$ cat src/rtl/syscall_io_unit_pkg.sv
// Shared constants for the SYSCALL IO unit: syscall codes, FSM encodings, decode.
package syscall_io_unit_pkg;

  localparam int unsigned SYS_HALT  = 0;
  localparam int unsigned SYS_READ  = 1;
  localparam int unsigned SYS_WRITE = 2;

  localparam logic [2:0] ST_IDLE    = 3'd0;
  localparam logic [2:0] ST_RD_WAIT = 3'd1;
  localparam logic [2:0] ST_WR_WAIT = 3'd2;
  localparam logic [2:0] ST_DONE    = 3'd3;
  localparam logic [2:0] ST_HALT    = 3'd4;

  typedef enum logic [1:0] {OP_HALT, OP_READ, OP_WRITE, OP_BAD} sys_op_e;

  // Decode works on the whole ACC: any set bit above bit 1 makes the code unknown.
  function automatic sys_op_e decode_op(input logic hi_zero, input logic [1:0] lo);
    sys_op_e op;
    op = OP_BAD;
    if (hi_zero) begin
      if (lo == 2'(SYS_HALT))       op = OP_HALT;
      else if (lo == 2'(SYS_READ))  op = OP_READ;
      else if (lo == 2'(SYS_WRITE)) op = OP_WRITE;
    end
    return op;
  endfunction

endpackage

$ cat src/rtl/syscall_io_unit_if.sv
// Controller request/response plus host in/out word streams of the SYSCALL IO unit.
interface syscall_io_unit_if #(parameter int WIDTH = 16);
  logic             runio;
  logic [WIDTH-1:0] acc;
  logic [WIDTH-1:0] dr;
  logic             iobusy;
  logic [WIDTH-1:0] io_result;
  logic             halted;
  logic             bad_syscall;
  logic [WIDTH-1:0] in_data;
  logic             in_valid;
  logic             in_ready;
  logic [WIDTH-1:0] out_data;
  logic             out_valid;
  logic             out_ready;

  modport master (
    output runio, acc, dr, in_data, in_valid, out_ready,
    input  iobusy, io_result, halted, bad_syscall, in_ready, out_data, out_valid
  );

  modport slave (
    input  runio, acc, dr, in_data, in_valid, out_ready,
    output iobusy, io_result, halted, bad_syscall, in_ready, out_data, out_valid
  );
endinterface

$ cat src/rtl/syscall_io_unit.sv
// SYSCALL unit: decodes ACC on runio and runs halt, host read or host write.
module syscall_io_unit
  import syscall_io_unit_pkg::*;
#(
  parameter int WIDTH = 16
) (
  input  logic           clock,
  input  logic           reset,
  syscall_io_unit_if.slave io
);

  logic [2:0]       state_q, state_d;
  logic [WIDTH-1:0] io_result_q, io_result_d;
  logic [WIDTH-1:0] out_data_q, out_data_d;
  logic             halted_q, halted_d;
  logic             bad_q, bad_d;
  sys_op_e          op;

  assign op = decode_op(~|io.acc[WIDTH-1:2], io.acc[1:0]);

  always_comb begin
    state_d     = state_q;
    io_result_d = io_result_q;
    out_data_d  = out_data_q;
    halted_d    = halted_q;
    bad_d       = bad_q;
    case (state_q)
      ST_IDLE: begin
        if (io.runio) begin
          case (op)
            OP_HALT:  begin state_d = ST_HALT; halted_d = 1'b1; end
            OP_READ:  state_d = ST_RD_WAIT;
            OP_WRITE: begin state_d = ST_WR_WAIT; out_data_d = io.dr; end
            default:  begin state_d = ST_DONE; bad_d = 1'b1; end
          endcase
        end
      end
      ST_RD_WAIT: begin
        if (io.in_valid) begin
          io_result_d = io.in_data;
          state_d     = ST_DONE;
        end
      end
      ST_WR_WAIT: if (io.out_ready) state_d = ST_DONE;
      // One cycle with iobusy low lets the controller drop runio before we re-arm.
      ST_DONE:    state_d = ST_IDLE;
      ST_HALT:    state_d = ST_HALT;
      default:    state_d = ST_IDLE;
    endcase
  end

  always_ff @(posedge clock or negedge reset) begin
    if (!reset) begin
      state_q     <= ST_IDLE;
      io_result_q <= '0;
      out_data_q  <= '0;
      halted_q    <= 1'b0;
      bad_q       <= 1'b0;
    end else begin
      state_q     <= state_d;
      io_result_q <= io_result_d;
      out_data_q  <= out_data_d;
      halted_q    <= halted_d;
      bad_q       <= bad_d;
    end
  end

  assign io.iobusy      = io.runio & (state_q != ST_DONE);
  assign io.in_ready    = (state_q == ST_RD_WAIT);
  assign io.out_valid   = (state_q == ST_WR_WAIT);
  assign io.io_result   = io_result_q;
  assign io.out_data    = out_data_q;
  assign io.halted      = halted_q;
  assign io.bad_syscall = bad_q;

endmodule

$ cat src/flat_wrapper.sv
// flat-port wrapper written by rule: the top's interface ports become plain ports
module syscall_io_unit_flat import syscall_io_unit_pkg::*;
#(
  parameter int WIDTH = 16
)
  (clock, reset, io_runio, io_acc, io_dr, io_in_data, io_in_valid, io_out_ready, io_iobusy, io_io_result, io_halted, io_bad_syscall, io_in_ready, io_out_data, io_out_valid);
  syscall_io_unit_if #(.WIDTH(WIDTH)) io_i ();
  input  logic clock;
  input  logic reset;
  input wire logic [$bits(io_i.runio)-1:0] io_runio;
  input wire logic [$bits(io_i.acc)-1:0] io_acc;
  input wire logic [$bits(io_i.dr)-1:0] io_dr;
  input wire logic [$bits(io_i.in_data)-1:0] io_in_data;
  input wire logic [$bits(io_i.in_valid)-1:0] io_in_valid;
  input wire logic [$bits(io_i.out_ready)-1:0] io_out_ready;
  output wire logic [$bits(io_i.iobusy)-1:0] io_iobusy;
  output wire logic [$bits(io_i.io_result)-1:0] io_io_result;
  output wire logic [$bits(io_i.halted)-1:0] io_halted;
  output wire logic [$bits(io_i.bad_syscall)-1:0] io_bad_syscall;
  output wire logic [$bits(io_i.in_ready)-1:0] io_in_ready;
  output wire logic [$bits(io_i.out_data)-1:0] io_out_data;
  output wire logic [$bits(io_i.out_valid)-1:0] io_out_valid;
  assign io_i.runio = io_runio;
  assign io_i.acc = io_acc;
  assign io_i.dr = io_dr;
  assign io_i.in_data = io_in_data;
  assign io_i.in_valid = io_in_valid;
  assign io_i.out_ready = io_out_ready;
  assign io_iobusy = io_i.iobusy;
  assign io_io_result = io_i.io_result;
  assign io_halted = io_i.halted;
  assign io_bad_syscall = io_i.bad_syscall;
  assign io_in_ready = io_i.in_ready;
  assign io_out_data = io_i.out_data;
  assign io_out_valid = io_i.out_valid;
  syscall_io_unit #(.WIDTH(WIDTH)) u_core (.clock(clock), .reset(reset), .io(io_i));
endmodule
$ cat config.mk
export PLATFORM = sky130hd
export DESIGN_NAME = syscall_io_unit_flat
export DESIGN_NICKNAME = d
export VERILOG_FILES = /design/src/rtl/syscall_io_unit_pkg.sv /design/src/rtl/syscall_io_unit_if.sv /design/src/rtl/syscall_io_unit.sv /design/src/flat_wrapper.sv
export SDC_FILE = /design/constraint.sdc
export NUM_CORES = 1
export LEC_CHECK = 0
export ABC_AREA = 1
export BUFFER_PORTS_ARGS = -buffer_cell sky130_fd_sc_hd__buf_4
export CORE_ASPECT_RATIO = 1.2
export CORE_MARGIN = 2
export CORE_UTILIZATION = 44
export DETAILED_ROUTE_END_ITERATION = 8
export GPL_TIMING_DRIVEN = 0
export PLACE_DENSITY = 0.86
export SLEW_MARGIN = 30
export SYNTH_ARGS = -nofsm -noshare
export SYNTH_HDL_FRONTEND = slang
export SYNTH_SLANG_ARGS = --single-unit
$ cat constraint.sdc
create_clock -name clock -period 2.1 [get_ports clock]
set_clock_uncertainty 0.1 [all_clocks]
set_input_delay 0.42 -clock clock [delete_from_list [all_inputs] [get_ports clock]]
set_output_delay 0.42 -clock clock [all_outputs]
set_load 0.01 [all_outputs]
==> flow_summary.yaml <==
grt:
  grt_use_total_pct: 19.6
  overflow: 0
  grt_max_degree: 38
  grt_pass1_vias: 1462
  grt_pass1_wl_mm: 6.31
  grt_antenna_before_repair: 0
placement:
  dpl.hpwl_mm: 3.04
  dpl_cell_area_sq_um: 2410
  dp_cells: 298
  io_buffers: 89
  routabilityCongestion: 0.789
floorplan:
  die_h_microns: 71.5
  core_sq_um: 3630
  start_util_pct: 46.0
  rows: 24
  die_area_sq_um: 4310
  dieWidth_microns: 60.3
  io_pins: 90
layout:
  fin_cells: 307
  final_layout_size_suffix_gt1_share_pct: 49.8
  final_cell_area_sq_um: 2500
  area_growth_pct: 49.4
  final_util_pct: 68.8
  nNetsFinal: 307
  diodes: 0
routing:
  wl_mm: 4.00
  drc: 0
  routedWlPerCell_microns: 13.0
  vias: 1462
  ant_nets: 0
  drtPass1Iterations: 4
  viasPerCell: 4.76
  first_iter_violations: 59
clock_tree:
  root_buffer: "clkbuf_8"
  clockBufferDepth: 2
  clkTransAtPathRegs_ps: 80
  cts_tree: "yes"
  numClockSinks: 37
  cts-buffers-inserted: 5
  cts-htree-levels: 2
  clock_latency_ps: 280
  cts_resized: 0
worst_setup_path:
  cpPeakStageDelay_ps: 640
  critical_path.endpoint: "u_core.io.out_data[14]"
  cp-startpoint: "u_core.state_q[1]"
  critPathKind: "reg -> reg"
  crit-reg2reg-capture: "u_core.io.out_data[14]"
  r2r_slack_ps: 330
  crit_top_cell: "nand2_1"
  path_depth: 5
  reg2reg_from: "u_core.state_q[1]"
  start_kind: "flop"
  cp_max_fo: 10
  crit_arrival_ps: 1850
  critPathCaptureType: "flop"
  critPathBufInv: 1
  cp_cell_sequence: "nor4_4, nand3_4, buf_6, nand2_1, nand2_1"
  r2r_cells: 5
  cpMaxStageDelayCell: "nor4_4"
  worstPathRequired_ps: 2190
  cp_top_family: "simple AND/OR/NAND/NOR gates"
sta:
  worst_pin_slew_ps: 642
  relSlewSlack_pct: 56.9
  finalHoldViolations: 0
  fin_crit_ps: 1770
  setup_viol: 0
  rsz0062_at_grt: "no"
  clock.fmax_mhz: 566
  finalCritPeriodShare_pct: 84.1
  drv_slew: 0
  setup_tns_ps: 0
  whs_ps: 254
synth:
  synth_top_family_by_area: "simple AND/OR/NAND/NOR gates"
  yosys-mux-area-fraction_pct: 11.7
  synth_area_per_cell_sq_um: 10.7
  synth-adder-area-share_pct: 0
  synth-simple-area-share_pct: 26.6
  netlist_top_cells_area: "dfrtp_1, nand2_1, mux2_2"
  ys_ff_latch: 37
  yosysSeqAreaShare_pct: 55.3
  synth_top_area_share_pct: 55.3
  synth_top_area_cell: "dfrtp_1"
  yosys.area_share.xor_xnor_pct: 0
  syn-cell-area_sq_um: 1670
  syn-num-nets: 210
  synthCells: 157
  ys.warnings.count: 0
  synth_compound_area_share_pct: 1.94
  ys_types: 26
power_and_ir_drop:
  ir_worst_vdd_uv: 549
  power_leakage_uw: 0.00134
  p_per_area_nw_per_um2: 983
status:
  status: "complete, no violations"
run:
  max-cap-violations: 0
hold_path:
  worstHoldPathType: "in -> reg"
-- final cells by class --
class	instances	area, sq um
well taps	52	65.1
multi-input cells	107	672
repair buffers	90	678
plain buffers	5	45.0
inverters	8	30.0
clock buffers	6	72.6
fillers	297	1130
flip-flops and latches	37	926
clock inverters	2	10.0
-- power breakdown --
group	switching (uW)	internal [uW]
clock	248	230
sequential	108	894
combinational	428	548
total	784	1670
-- synth_stat cells, drive strengths merged --
cell type	count
a21oi	4
buf	4
clkbuf	1
dfrtp	37
inv	8
mux2	16
nand2	45
nand3	6
nand3b	2
nand4	16
nor2	12
nor3	1
nor4	1
o21ai	1
o21bai	1
or2	2
-- routing by layer --
metal / GRT usage, % / share of wire (%) / routed length (microns)
met5: 0 / 0 / 0
met3: 3.61 / 6.9 / 275
met1: 22.2 / 39 / 1570
met2: 34.4 / 52 / 2060
met4: 9.63 / 2.4 / 94
-- how the worst min path moves through the flow --
stage	startpoint	endpoint	slack (ps)	cells after the start
2_1_floorplan	reset	u_core.io.bad_syscall	20	0
3_3_place_gp	reset	u_core.io.io_result[11]	310	1
3_5_place_dp	reset	u_core.io.io_result[12]	300	1
4_1_cts	io_in_data[12]	u_core.io.io_result[12]	250	2
5_1_grt	io_in_data[6]	u_core.io.io_result[6]	250	2
6_report	io_in_data[12]	u_core.io.io_result[12]	250	2
-- through the flow --
stage | total power (uW) | setup slack, ps
after global placement | 1960 | 221
after global routing | 2580 | 238
after floorplan | 1530 | 450
final | 2460 | 333
after detailed placement | 2000 | 172
after CTS | 2480 | 312
-- flip-flops by register name (all words and copies together) (netlist names) --
signal and count:
u_core.io.out_data 16, u_core.io.bad_syscall 1, u_core.io.halted 1, u_core.io.io_result 16, u_core.state_q 3
-- logic make-up after synthesis --
logic type / count (synthesis)
buffers and inverters: 13
AOI/OAI and AO/OA: 6
DFF: 37
muxes: 16
and+or+nand+nor: 85
-- cells in the final DEF (no fill, tap or decap), types with 2 or more instances in the layout --
cell type and count:
buf_6 3, buf_4 90, mux2_4 4, inv_1 7, nand2_2 2, mux2_2 12
nand3_1 5, clkbuf_8 5, clkbuf_1 2, nor2_1 9, nand2_1 42, a21oi_1 4
nand4_1 16, clkinv_2 2, nor2_4 2, dfrtp_1 37
-- repair_timing --
action                                 4_1_cts  5_1_grt
endpoints found under the hold margin       37        0
setup endpoints to repair                    0        0
hold buffers                                 1        0
setup buffers                                0        0
No activity file was read; power rests on OpenSTA's default activity.
